$ cat src/rtl/trace_led_pkg.sv
// trace_led_pkg: shared mode encoding and index-width helper for the LED scanner
package trace_led_pkg;
  typedef enum logic [1:0] {MODE_SCAN, MODE_MANUAL, MODE_OR, MODE_FREEZE} mode_t;
  function automatic int idx_w(int channels);
    return channels > 1 ? $clog2(channels) : 1;
  endfunction
endpackage

$ cat src/rtl/ms_tick_gen.sv
// ms_tick_gen: prescaler producing a registered one-cycle strobe every TICK_CYCLES clocks
module ms_tick_gen #(
  parameter int TICK_CYCLES = 27000
) (
  input  logic clk,
  input  logic rst,
  output logic tick
);
  localparam int CW = TICK_CYCLES > 1 ? $clog2(TICK_CYCLES) : 1;
  logic [CW-1:0] cnt;
  logic wrap;
  assign wrap = cnt == CW'(TICK_CYCLES - 1);
  always_ff @(posedge clk) begin
    if (rst) begin
      cnt  <= '0;
      tick <= 1'b0;
    end else begin
      cnt  <= wrap ? '0 : cnt + CW'(1);
      tick <= wrap;
    end
  end
endmodule

$ cat src/rtl/trace_led_scanner.sv
// trace_led_scanner: selects/ORs per-core trace words, stretches pulses and drives a polarity-corrected LED bank
module trace_led_scanner
  import trace_led_pkg::*;
#(
  parameter int CHANNELS = 2,
  parameter int WIDTH = 12,
  parameter int CLOCK_FREQ_MHZ = 27,
  parameter int TICK_CYCLES = CLOCK_FREQ_MHZ * 1000,
  parameter int DWELL_MS = 500,
  parameter int STRETCH_MS = 50,
  parameter logic [WIDTH-1:0] ACTIVE_LOW_MASK = 12'h0FF,
  localparam int IDX_W = idx_w(CHANNELS)
) (
  input  logic                      clk,
  input  logic                      rst,
  input  logic [CHANNELS*WIDTH-1:0] trace_in,
  input  logic [1:0]                mode,
  input  logic [IDX_W-1:0]          sel,
  output logic [WIDTH-1:0]          led,
  output logic [IDX_W-1:0]          chan,
  output logic                      tick
);
  localparam int DW = DWELL_MS > 1 ? $clog2(DWELL_MS) : 1;
  localparam int SW = STRETCH_MS > 0 ? $clog2(STRETCH_MS + 1) : 1;
  localparam logic [IDX_W-1:0] LAST = IDX_W'(CHANNELS - 1);
  mode_t m, mode_q;
  logic [CHANNELS*WIDTH-1:0] s1;
  logic [IDX_W-1:0] cur, cur_n;
  logic [DW-1:0] dwell, dwell_n;
  logic or_q, or_n, frz;
  logic [WIDTH-1:0] src, on;
  assign m = mode_t'(mode);
  assign frz = m == MODE_FREEZE;
  ms_tick_gen #(.TICK_CYCLES(TICK_CYCLES)) u_tick (.clk(clk), .rst(rst), .tick(tick));
  // Source uses the next channel so a channel change never shows the old word
  always_comb begin
    cur_n = cur;
    dwell_n = dwell;
    src = '0;
    if (m == MODE_MANUAL) begin
      cur_n = 32'(sel) >= CHANNELS ? LAST : sel;
      dwell_n = '0;
    end else if (m == MODE_SCAN && mode_q != MODE_SCAN) begin
      dwell_n = '0;
    end else if (m == MODE_SCAN && tick) begin
      dwell_n = dwell == DW'(DWELL_MS - 1) ? '0 : dwell + DW'(1);
      cur_n = dwell != DW'(DWELL_MS - 1) ? cur : cur == LAST ? '0 : cur + IDX_W'(1);
    end
    or_n = m == MODE_OR || (frz && or_q);
    for (int k = 0; k < CHANNELS; k++)
      if (or_n || 32'(cur_n) == k) src = src | s1[k*WIDTH +: WIDTH];
  end
  for (genvar i = 0; i < WIDTH; i++) begin : g_bit
    if (STRETCH_MS > 0) begin : g_s
      logic [SW-1:0] cnt, cnt_n;
      // Load beats channel-change clear, clear beats tick decrement
      always_comb
        cnt_n = src[i] ? SW'(STRETCH_MS) :
                (or_n != or_q || cur_n != cur) ? '0 :
                (tick && cnt != '0) ? cnt - SW'(1) : cnt;
      always_ff @(posedge clk) begin
        if (rst) cnt <= '0;
        else if (!frz) cnt <= cnt_n;
      end
      assign on[i] = cnt_n != '0;
    end else begin : g_n
      assign on[i] = src[i];
    end
  end
  always_ff @(posedge clk) begin
    if (rst) begin
      s1 <= '0;
      cur <= '0;
      chan <= '0;
      dwell <= '0;
      or_q <= 1'b0;
      mode_q <= MODE_SCAN;
      led <= ACTIVE_LOW_MASK;
    end else begin
      s1 <= trace_in;
      mode_q <= m;
      if (!frz) begin
        cur <= cur_n;
        chan <= or_n ? '0 : cur_n;
        dwell <= dwell_n;
        or_q <= or_n;
        led <= on ^ ACTIVE_LOW_MASK;
      end
    end
  end
endmodule
$ cat config.mk
export PLATFORM = sky130hd
export DESIGN_NAME = trace_led_scanner
export DESIGN_NICKNAME = d
export VERILOG_FILES = /design/src/rtl/trace_led_pkg.sv /design/src/rtl/ms_tick_gen.sv /design/src/rtl/trace_led_scanner.sv
export SDC_FILE = /design/constraint.sdc
export NUM_CORES = 1
export LEC_CHECK = 0
export ABC_AREA = 1
export CORE_MARGIN = 2
export CORE_UTILIZATION = 30
export CTS_CLUSTER_DIAMETER = 30
export DETAILED_ROUTE_END_ITERATION = 7
export GPL_TIMING_DRIVEN = 0
export PLACE_DENSITY = 0.55
export SKIP_LAST_GASP = 1
export SYNTH_ARGS = -nofsm -noshare
export SYNTH_HDL_FRONTEND = slang
export SYNTH_SLANG_ARGS = --single-unit
$ cat constraint.sdc
create_clock -name clk -period 3.05 [get_ports clk]
set_clock_uncertainty 0.15 [all_clocks]
set_input_delay 0.4575 -clock clk [delete_from_list [all_inputs] [get_ports clk]]
set_output_delay 0.4575 -clock clk [all_outputs]
set_load 0.01 [all_outputs]
==> impl_metrics.py, run 1 <==
metrics = {
    "routing": {
        "ant_nets": 0,
        "wl_met1_um": 10110,
        "routed_wl_um": 20480,
        "detail_route.vias_per_cell": 4.675,
        "routed_wl_per_cell_um": 13.46,
        "wl_met3_um": 1057,
        "detail_route.first_pass.iterations": 5,
        "initialDrtViolationCount": 496,
        "route.top_layer_used": "met4",
        "num_vias": 7115,
        "detail_route.drc_violations": 0,
        "met2WireLength_um": 8913,
    },
    "placement": {
        "place_hpwl_um": 14740,
        "port_buffers": 41,
        "placed_area_um2": 8502,
        "place.gp.congestion": 0.9166,
        "placed_cells": 1491,
    },
    "synthesis": {
        "ys_types": 38,
        "synth_nets": 1175,
        "asyncSetResetFlopFracSynth": 0,
        "mappedNetlistArea_um2": 7679,
        "syn-mean-instance-area_um2": 6.856,
        "synth.ff_latch_count": 138,
        "yosysMostFrequentCell": "nand2_1",
        "post_synth_most_frequent_cells": "nand2_1 (175), inv_1 (158), nor2_1 (151)",
        "postSynthCellCount": 1120,
        "sequential_area_share_after_synthesis": 0.3598,
        "yosysWarnings": 0,
        "post-synth-top-area-cell": "dfxtp_1",
        "post_synth_main_area_contributors": "dfxtp_1 (36%), nand2_1 (8.6%), inv_1 (7.7%)",
        "synth_top_area_frac": 0.3598,
        "synth_flop_cell": "dfxtp_1",
        "number_of_synthesized_flops_with_an_enable_pin": 0,
    },
    "pwr": {
        "power.density_cell_area_nw_per_um2": 577.8,
        "vdd_drop_max_mv": 0.3930,
        "design_power_total_mw": 5.315,
        "p_leak_nw": 3.920,
    },
    "grt": {
        "antenna_violations_before_repair": 0,
        "first_global_vias": 6559,
        "grt_pass1_wl_um": 33290,
        "grt_max_degree": 17,
        "grt_usage": 0.1581,
        "grt_overflow": 0,
    },
    "sta": {
        "fmaxAchievable_mhz": 361.7,
        "timing.final.setup_violations": 0,
        "final_hold_viols": 0,
        "layout_min_cycle_time_ns": 2.765,
        "slew_viol_final": 0,
        "rel_slew_slack": 0.4168,
        "grt_setup_unrepaired": "false",
        "worst-slew-pin-transition_ns": 0.8747,
        "period_share": 0.9065,
    },
    "final_layout": {
        "design_area_um2": 9199,
        "instances_no_fill": 1522,
        "diodes": 0,
        "drive_gt1_frac": 0.08138,
        "finalNetCount": 1235,
        "layout-area-overhead-vs-synth_pct": 19.80,
    },
    "floorplan": {
        "placement_rows": 58,
        "fp.dieArea_um2": 26890,
        "die-width_um": 164.0,
        "die_y_um": 164.0,
        "coreArea_um2": 25180,
        "start_util": 0.3049,
        "ios": 43,
    },
    "clock_network": {
        "buffers_inserted_by_post_cts_timing_repair": 0,
        "post_cts_hold_buffer_count": 0,
        "tritoncts.num_buffers": 17,
        "ctsResizeCount": 0,
        "clock_tree.buffer_depth": 2,
        "clk-insertion-delay-late_ns": 0.42,
        "cts.reportedPaths.clkPinSlew_ns": 0.06,
        "clock_sinks": 138,
        "cts-root-buf": "clkbuf_16",
        "cts_htree_levels": 4,
        "clock_tree_from_tritoncts": "built",
    },
    "worst_setup_path": {
        "cp-end-kind": "flop",
        "worstSetupPathType": "input port to flop",
        "crit_path_slowest_cell": "clkbuf_1",
        "timing.critical_path.cells": "clkdlybuf4s50_1 -> nand2_1 -> clkbuf_1 -> clkbuf_1 -> o21ai_0 -> nor2_1",
        "crit_family": "buffers and inverters",
        "worst_setup_path_start_kind": "input port",
        "cp_num_buf_inv": 3,
        "critPathArrivalTime_ns": 2.97,
        "crit_path_max_fanout": 10,
        "critPathMostFrequentCell": "clkbuf_1",
        "timing.critical_path.slowest_cell_delay_ns": 0.68,
        "timing.critical_path.required_ns": 3.25,
    },
    "job": {
        "number_of_max_capacitance_violations_reported": 0,
    },
    "hold_path": {
        "worst_hold_path_type": "flop to flop",
    },
    "outcome": {
        "status": "complete, no violations",
    },
}
## report_power, final
group / internal, mW / leakage, nW / switching (mW)
clock: 1.66 / 0.337 / 0.808
sequential: 1.92 / 1.14 / 0.0835
combinational: 0.319 / 2.45 / 0.523
total: 3.90 / 3.92 / 1.41
## final timing paths
check,startpoint,slack (ns),cells after the start,endpoint
setup / recovery,mode[1],0.29,6,g_bit[4].g_s.cnt[0]
hold reg to reg,u_tick.cnt[0],0.30,1,u_tick.cnt[0]
setup reg to reg,u_tick.tick,0.50,11,led[9]
hold / removal,u_tick.cnt[0],0.30,1,u_tick.cnt[0]
## layer usage
layer | vias to the layer above | track usage
met5 | - | 0
met4 | 0 | 0.05702
li1 | 3715 | -
met3 | 29 | 0.02702
met1 | 3168 | 0.2190
met2 | 203 | 0.2466
## registers in the layout (all words and copies together), names as in the netlist
register and cells:
u_tick.tick 1, s1 24, chan 1, g_bit.g_s.cnt 72, u_tick.cnt 15, or_q 1, dwell 9, cur 1
mode_q 2, led 12
## cell usage in the layout (no fill, tap or decap), drive strengths merged
master,n
a211oi,5
a21oi,68
a311oi,1
a31oi,19
buf,15
bufinv,7
clkbuf,48
clkdlybuf4s50,41
clkinv,2
clkinvlp,1
dfxtp,138
ha,26
inv,168
nand2,193
nand3,75
nand4,25
nor2,164
nor3,12
nor3b,1
nor4,3
o211ai,1
o21a,2
o21ai,106
o21bai,3
or2,6
or3b,1
xnor2,5
xor2,56
## area by class of cell
class                           instances  area (um2)
Fill cell                            2653       15980
Multi-Input combinational cell        772        4088
Sequential cell                       138        2763
Inverter                              167       626.9
Clock buffer                           20       456.7
Tap cell                              330       412.9
Timing Repair Buffer                   41       410.4
Clock inverter                         11       240.2
Buffer                                 43       201.4
## metrics by stage
step           utilization  worst slack [ns]  hold WS (ns)  TNS (ns)
2_1_floorplan            -            0.9960        0.2676         0
3_3_place_gp        0.3376           -0.1064        0.2819   -0.8863
3_5_place_dp        0.3376           -0.1023        0.2885   -0.7891
4_1_cts             0.3653            0.3359        0.3037         0
5_1_grt             0.3653           0.05358        0.3327         0
6_report            0.3653            0.2853        0.2969         0
## worst reg2reg max path: stages (launching register included)
cell     delay, ns
dfxtp_1       0.37
buf_2         0.33
buf_2         0.38
nand3_1       0.12
nor3_1        0.26
nand3_1       0.14
xor2_1        0.16
nor2_1        0.07
nor2_1        0.14
nand2_1       0.07
nor2_1        0.18
nor2_1        0.06
## cells by family after synthesis
group	synth area share
XOR/XNOR	0.06958
flip-flops	0.3598
AO/OA/AOI/OAI	0.1424
AND/OR/NAND/NOR	0.2780
adder cells (fa/ha/maj)	0.04237
buffers and inverters	0.1079
(Power assumes the default switching activity.)
==> run 2: changes to the inputs <==
Settings changed: GPL_TIMING_DRIVEN 0 to not set.
==> run 2 against run 1 <==
Compared with the run above: maximum frequency increased by 14%; largest power group unchanged; highest routed layer unchanged; global-route usage decreased by 2.0 points; cell count fell by 1.7%; die area is the same.
==> impl_metrics.py, run 2 (synthesis gave the netlist of run 1 again) <==
metrics = {
    "outcome": {
        "status": "complete, no violations",
    },
    "routing": {
        "ant_nets": 0,
        "num_vias": 6810,
        "initialDrtViolationCount": 457,
        "detail_route.drc_violations": 0,
        "detail_route.vias_per_cell": 4.552,
        "routed_wl_um": 17590,
        "detail_route.first_pass.iterations": 5,
        "routed_wl_per_cell_um": 11.76,
    },
    "final_layout": {
        "most_frequent_standard_cell_in_the_layout_excluding_fill_and_tap_cells": "nand2_1",
        "finalNetCount": 1208,
        "layout-area-overhead-vs-synth_pct": 17.99,
        "drive_gt1_frac": 0.08748,
        "instances_no_fill": 1496,
        "num-fill-cells": 2639,
        "largest_register": "g_bit.g_s.cnt",
        "diodes": 0,
        "flip_flop_count_of_the_largest_register_after_layout": 72,
        "layout.cells.most_common_list": "nand2_1 (174), inv_1 (157), nor2_1 (151), dfxtp_1 (138), o21ai_0 (98)",
        "largestRegisters": "g_bit.g_s.cnt (72), s1 (24), u_tick.cnt (15)",
    },
    "pwr": {
        "power_frac_clock": 0.429,
        "vdd_drop_max_mv": 0.4933,
        "pwr-share-comb": 0.163,
        "cell_internal_pwr_mw": 3.563,
        "power.net_switching_mw": 1.364,
        "sw_frac_of_total": 0.2769,
        "power.density_cell_area_nw_per_um2": 543.8,
        "p_leak_nw": 3.874,
        "seq_power_share": 0.408,
    },
    "floorplan": {
        "die_y_um": 164.0,
        "ios": 43,
        "placement_rows": 58,
        "die-width_um": 164.0,
        "fp.dieArea_um2": 26890,
        "start_util": 0.3049,
        "coreArea_um2": 25180,
    },
    "hold_path": {
        "worst_hold_path_type": "flop to flop",
        "hold_path.startpoint": "u_tick.cnt[0]",
        "holdPathEnd": "u_tick.cnt[0]",
        "min_delay_path_depth": 1,
    },
    "grt": {
        "antenna_violations_before_repair": 0,
        "grt_usage": 0.1384,
        "grt_pass1_wl_um": 29910,
        "grt_overflow": 0,
        "first_global_vias": 6234,
        "grt_max_degree": 83,
    },
    "worst_setup_path": {
        "timing.critical_path.required_ns": 3.21,
        "worst_setup_path_start_kind": "input port",
        "r2r_cells": 18,
        "worst_r2r_endpoint": "led[9]",
        "timing.reg2reg.setup_slack_ns": 0.63,
        "cp-end-kind": "flop",
        "startpoint_of_the_most_critical_register_to_register_path": "dwell[0]",
        "critPathArrivalTime_ns": 2.58,
        "worstSetupPathType": "input port to flop",
        "crit_path_max_fanout": 12,
    },
    "clock_network": {
        "buffers_inserted_by_post_cts_timing_repair": 0,
        "cts-root-buf": "clkbuf_16",
        "post_cts_hold_buffer_count": 0,
        "clock_sinks": 138,
        "cts_htree_levels": 4,
        "ctsResizeCount": 0,
        "clock_tree_from_tritoncts": "built",
        "tritoncts.num_buffers": 17,
        "cts.reportedPaths.clkPinSlew_ns": 0.06,
        "clock_tree.buffer_depth": 2,
        "clk-insertion-delay-late_ns": 0.42,
    },
    "placement": {
        "place_hpwl_um": 11940,
        "pre_cts_slack_ns": 0.1928,
        "port_buffers": 42,
        "place.gp.congestion": 0.8254,
        "placed_cells": 1464,
    },
    "sta": {
        "post-route-worst-setup-slack_ns": 0.6280,
        "final_hold_viols": 0,
        "worst-slew-pin-transition_ns": 0.5401,
        "period_share": 0.7941,
        "rel_slew_slack": 0.6361,
        "timing.final.setup_violations": 0,
        "final.setup.tns_ns": 0,
        "fmaxAchievable_mhz": 412.9,
        "grt_setup_unrepaired": "false",
        "layout_min_cycle_time_ns": 2.422,
        "slew_viol_final": 0,
        "timing.hold.ws_ns": 0.2985,
    },
    "job": {
        "number_of_max_capacitance_violations_reported": 0,
    },
}
-- run 2: changes by cell type in the layout (fill, tap and decap cells not counted), moves of 2 or more --
cell / change
buf_12: +2
buf_6: -3
buf_4: +11
clkinv_2: +4
clkbuf_1: -28
buf_2: -8
buf_1: -2
bufinv_16: -4
-- run 2: final cells by class --
type	instances	area, um2	share of cell area
Timing Repair Buffer	57	558.0	0.06159
Clock inverter	12	147.6	0.01630
Clock buffer	20	456.7	0.05041
Inverter	167	626.9	0.06919
Tap cell	330	412.9	0.04557
Multi-Input combinational cell	772	4095	0.4520
Sequential cell	138	2763	0.3049
-- run 2: worst max path at each step --
stage | from | end | slack, ns | depth (start not counted)
after floorplan | u_tick.cnt[0] | u_tick.cnt[14] | 1.0 | 11
after global placement | mode[0] | led[9] | 0.22 | 15
after detailed placement | mode[0] | led[9] | 0.19 | 15
after CTS | dwell[0] | led[9] | 0.63 | 18
after global routing | dwell[0] | led[9] | 0.31 | 18
final | mode[0] | led[9] | 0.63 | 15
-- run 2: critical path: stages --
cell	delay (ns)
clkdlybuf4s50_1	0.57
inv_2	0.08
nor2_2	0.13
inv_2	0.06
or2_4	0.26
nand2_4	0.10
nand2_2	0.20
nand2_1	0.13
nand2_1	0.07
inv_1	0.16
nand2_1	0.07
nor2_1	0.08
nand2_1	0.05
nor2_1	0.08
nor2_1	0.04
-- run 2: power groups by stage --
stage | clock (mW) | combinational (mW) | sequential, mW
final | 2.12 | 0.802 | 2.01
after global routing | 2.23 | 0.930 | 2.03
after CTS | 2.18 | 0.810 | 2.01
after detailed placement | 0 | 0.806 | 2.05
after global placement | 0 | 0.797 | 2.05
after floorplan | 0 | 0.571 | 2.03
-- run 2: per-stage QoR --
step | area [um2] | power [mW] | util
floorplan | 7679 | 2.604 | -
global placement | 8456 | 2.848 | 0.3358
detailed placement | 8456 | 2.853 | 0.3358
CTS | 9060 | 4.996 | 0.3598
global route | 9060 | 5.183 | 0.3598
finish | 9060 | 4.927 | 0.3598
-- run 2: metal layers --
metal  vias to the layer above  global-route usage  wire length (um)  part of all wire
met1                      3008              0.1899              9228              0.52
met2                       120              0.2135              7402              0.42
met4                         0             0.05502               325             0.018
li1                       3659                   -                 -                 -
met5                         -                   0                 0                 0
met3                        23             0.02677               635             0.036
==> run 3: changes to the inputs <==
Clock period 3.05 ns to 2.3 ns, I/O delays scaled along.
==> run 3 against run 2 <==
Compared with the run above: design area rose by 11%; sequential cell count is the same; combinational power rose by 67%; worst setup slack got worse by 0.57 ns; worst hold slack got worse by 0.0062 ns; clock power grew 36%; utilization grew 3.8 points; clock-buffer cell count increased by 1; die area did not move; routed wire length rose by 3.7%; sequential share of layout area fell by 2.9 points; cell count is 4.4% higher.
==> impl_metrics.py, run 3 (synthesis gave the netlist of run 1 again) <==
metrics = {
    "worst_setup_path": {
        "critPathMostFrequentCell": "nand2_2",
        "critPathArrivalTime_ns": 2.40,
        "cp-end-kind": "flop",
        "worst_setup_path_start_kind": "flop",
        "cp_num_buf_inv": 4,
        "timing.critical_path.cells": "ha_4 -> nand2_4 -> inv_2 -> nand2_2 -> nor2_4 -> nand2_2 -> nand2_2 -> nand2_2 -> nand2_4 -> nand2_4 -> buf_6 -> a21oi_4 -> buf_12 -> clkbuf_16 -> nand2_2 -> nand2_1 -> nor2_1 -> nand3_1 -> nand2_1",
        "worstSetupPathType": "flop to flop",
        "timing.critical_path.slowest_cell_delay_ns": 0.35,
        "crit_family": "simple AND/OR/NAND/NOR gates",
        "crit_path_max_fanout": 6,
        "timing.critical_path.required_ns": 2.46,
        "crit_path_slowest_cell": "dfxtp_2",
    },
    "sta": {
        "post-route-worst-setup-slack_ns": 0.06292,
        "timing.final.setup_violations": 0,
        "slew_viol_final": 0,
        "rel_slew_slack": 0.7420,
        "final_hold_viols": 0,
        "fmaxAchievable_mhz": 447.0,
        "final.setup.tns_ns": 0,
        "period_share": 0.9726,
        "layout_min_cycle_time_ns": 2.237,
        "grt_setup_unrepaired": "true",
        "worst-slew-pin-transition_ns": 0.3829,
    },
    "routing": {
        "num_vias": 7011,
        "detail_route.first_pass.iterations": 5,
        "ant_nets": 0,
        "initialDrtViolationCount": 381,
        "routed_wl_per_cell_um": 11.68,
        "routed_wl_um": 18250,
        "detail_route.drc_violations": 0,
        "detail_route.vias_per_cell": 4.488,
    },
    "final_layout": {
        "largest_register": "g_bit.g_s.cnt",
        "finalNetCount": 1274,
        "flip_flop_count_of_the_largest_register_after_layout": 72,
        "diodes": 0,
        "layout.cells.most_common_list": "inv_1 (153), nand2_1 (149), nor2_1 (138), dfxtp_1 (135), o21ai_0 (98)",
        "drive_gt1_frac": 0.1826,
        "seqCellArea_um2": 2766,
        "multi_input_area_um2": 4347,
        "largestRegisters": "g_bit.g_s.cnt (72), s1 (24), u_tick.cnt (15)",
        "num-fill-cells": 2564,
        "design_area_um2": 10010,
        "layout-area-overhead-vs-synth_pct": 30.39,
        "most_frequent_standard_cell_in_the_layout_excluding_fill_and_tap_cells": "inv_1",
    },
    "pwr": {
        "p_leak_nw": 4.322,
        "vdd_drop_max_mv": 0.5034,
        "design_power_total_mw": 6.883,
        "power.density_cell_area_nw_per_um2": 687.5,
    },
    "placement": {
        "placed_area_um2": 8976,
        "place.gp.congestion": 0.8138,
        "place_hpwl_um": 12370,
        "port_buffers": 42,
        "pre_cts_slack_ns": -0.2938,
    },
    "grt": {
        "grt_max_degree": 82,
        "grt_overflow": 0,
        "grt_usage": 0.1389,
        "antenna_violations_before_repair": 0,
        "grt_pass1_wl_um": 30580,
        "first_global_vias": 6699,
    },
    "floorplan": {
        "ios": 43,
        "coreArea_um2": 25180,
        "die_y_um": 164.0,
        "start_util": 0.3049,
        "die-width_um": 164.0,
        "fp.dieArea_um2": 26890,
        "placement_rows": 58,
    },
    "clock_network": {
        "clock_sinks": 138,
        "clk-insertion-delay-late_ns": 0.42,
        "cts.reportedPaths.clkPinSlew_ns": 0.06,
        "clock_tree_from_tritoncts": "built",
        "cts-root-buf": "clkbuf_16",
        "cts_htree_levels": 4,
        "clock_tree.buffer_depth": 2,
        "tritoncts.num_buffers": 17,
    },
    "hold_path": {
        "worst_hold_path_type": "input port to flop",
    },
    "job": {
        "number_of_max_capacitance_violations_reported": 0,
    },
    "outcome": {
        "status": "complete, no violations",
    },
}
[run 3: changes by cell type in the layout (fill, tap and decap cells not counted), moves of 4 or more]
cell / before / now
a21oi_1: 67 / 62
nor2_1: 151 / 138
nor2_2: 8 / 15
buf_6: 0 / 4
nor2_4: 5 / 11
nand2_1: 174 / 149
nand2_4: 2 / 13
buf_12: 2 / 11
a21oi_2: 1 / 5
inv_1: 157 / 153
buf_4: 13 / 63
nand2_2: 17 / 31
[run 3: through the flow]
| stage | hold slack, ns | cells | util |
|---|---|---|---|
| floorplan | 0.2676 | 1120 | - |
| global placement | 0.2838 | 1520 | 0.3565 |
| detailed placement | 0.2917 | 1520 | 0.3565 |
| CTS | 0.2750 | 1552 | 0.3814 |
| global route | 0.2802 | 1562 | 0.3976 |
| finish | 0.2923 | 1562 | 0.3976 |
[run 3: routing by layer]
| metal | track usage | routed length [um] |
|---|---|---|
| met1 | 0.1892 | 9532 |
| met2 | 0.2225 | 7837 |
| met3 | 0.02500 | 634 |
| met4 | 0.04426 | 246 |
| met5 | 0 | 0 |
[run 3: worst register-to-register path, cell delays in order, from the launching register on]
cell and delay (ns):
dfxtp_2 0.35, ha_4 0.15, nand2_4 0.05, inv_2 0.05
nand2_2 0.05, nor2_4 0.11, nand2_2 0.07, nand2_2 0.05
nand2_2 0.07, nand2_4 0.08, nand2_4 0.07, buf_6 0.12
a21oi_4 0.18, buf_12 0.14, clkbuf_16 0.16, nand2_2 0.06
nand2_1 0.07, nor2_1 0.04, nand3_1 0.08, nand2_1 0.05
[run 3: layout make-up]
cell class | count | area share
Sequential cell | 138 | 0.2763
Clock inverter | 11 | 0.01425
Multi-Input combinational cell | 772 | 0.4341
Clock buffer | 21 | 0.04799
Tap cell | 330 | 0.04124
Timing Repair Buffer | 123 | 0.1232
Inverter | 167 | 0.06286
[run 3: report_power, final]
part | switching (mW) | internal, mW
registers | 0.115 | 2.55
logic | 0.727 | 0.610
clock network | 1.06 | 1.82
total | 1.91 | 4.98
[run 3: final timing paths]
kind	cells past startpoint	slack, ns	startpoint	to
worst min-delay path	3	0.29	trace_in[3]	s1[3]
worst min register to register	1	0.30	dwell[4]	dwell[4]
worst max register to register	19	0.06	dwell[1]	led[0]
worst max-delay path	19	0.06	dwell[1]	led[0]
[run 3: what timing repair did]
action / 4_1_cts / 5_1_grt
pin swaps: 0 / 30
setup buffers: 0 / 7
gates resized for setup: 2 / 79
endpoints found under the setup margin: 2 / 84
hold buffers: 0 / 0
cloned: 0 / 3
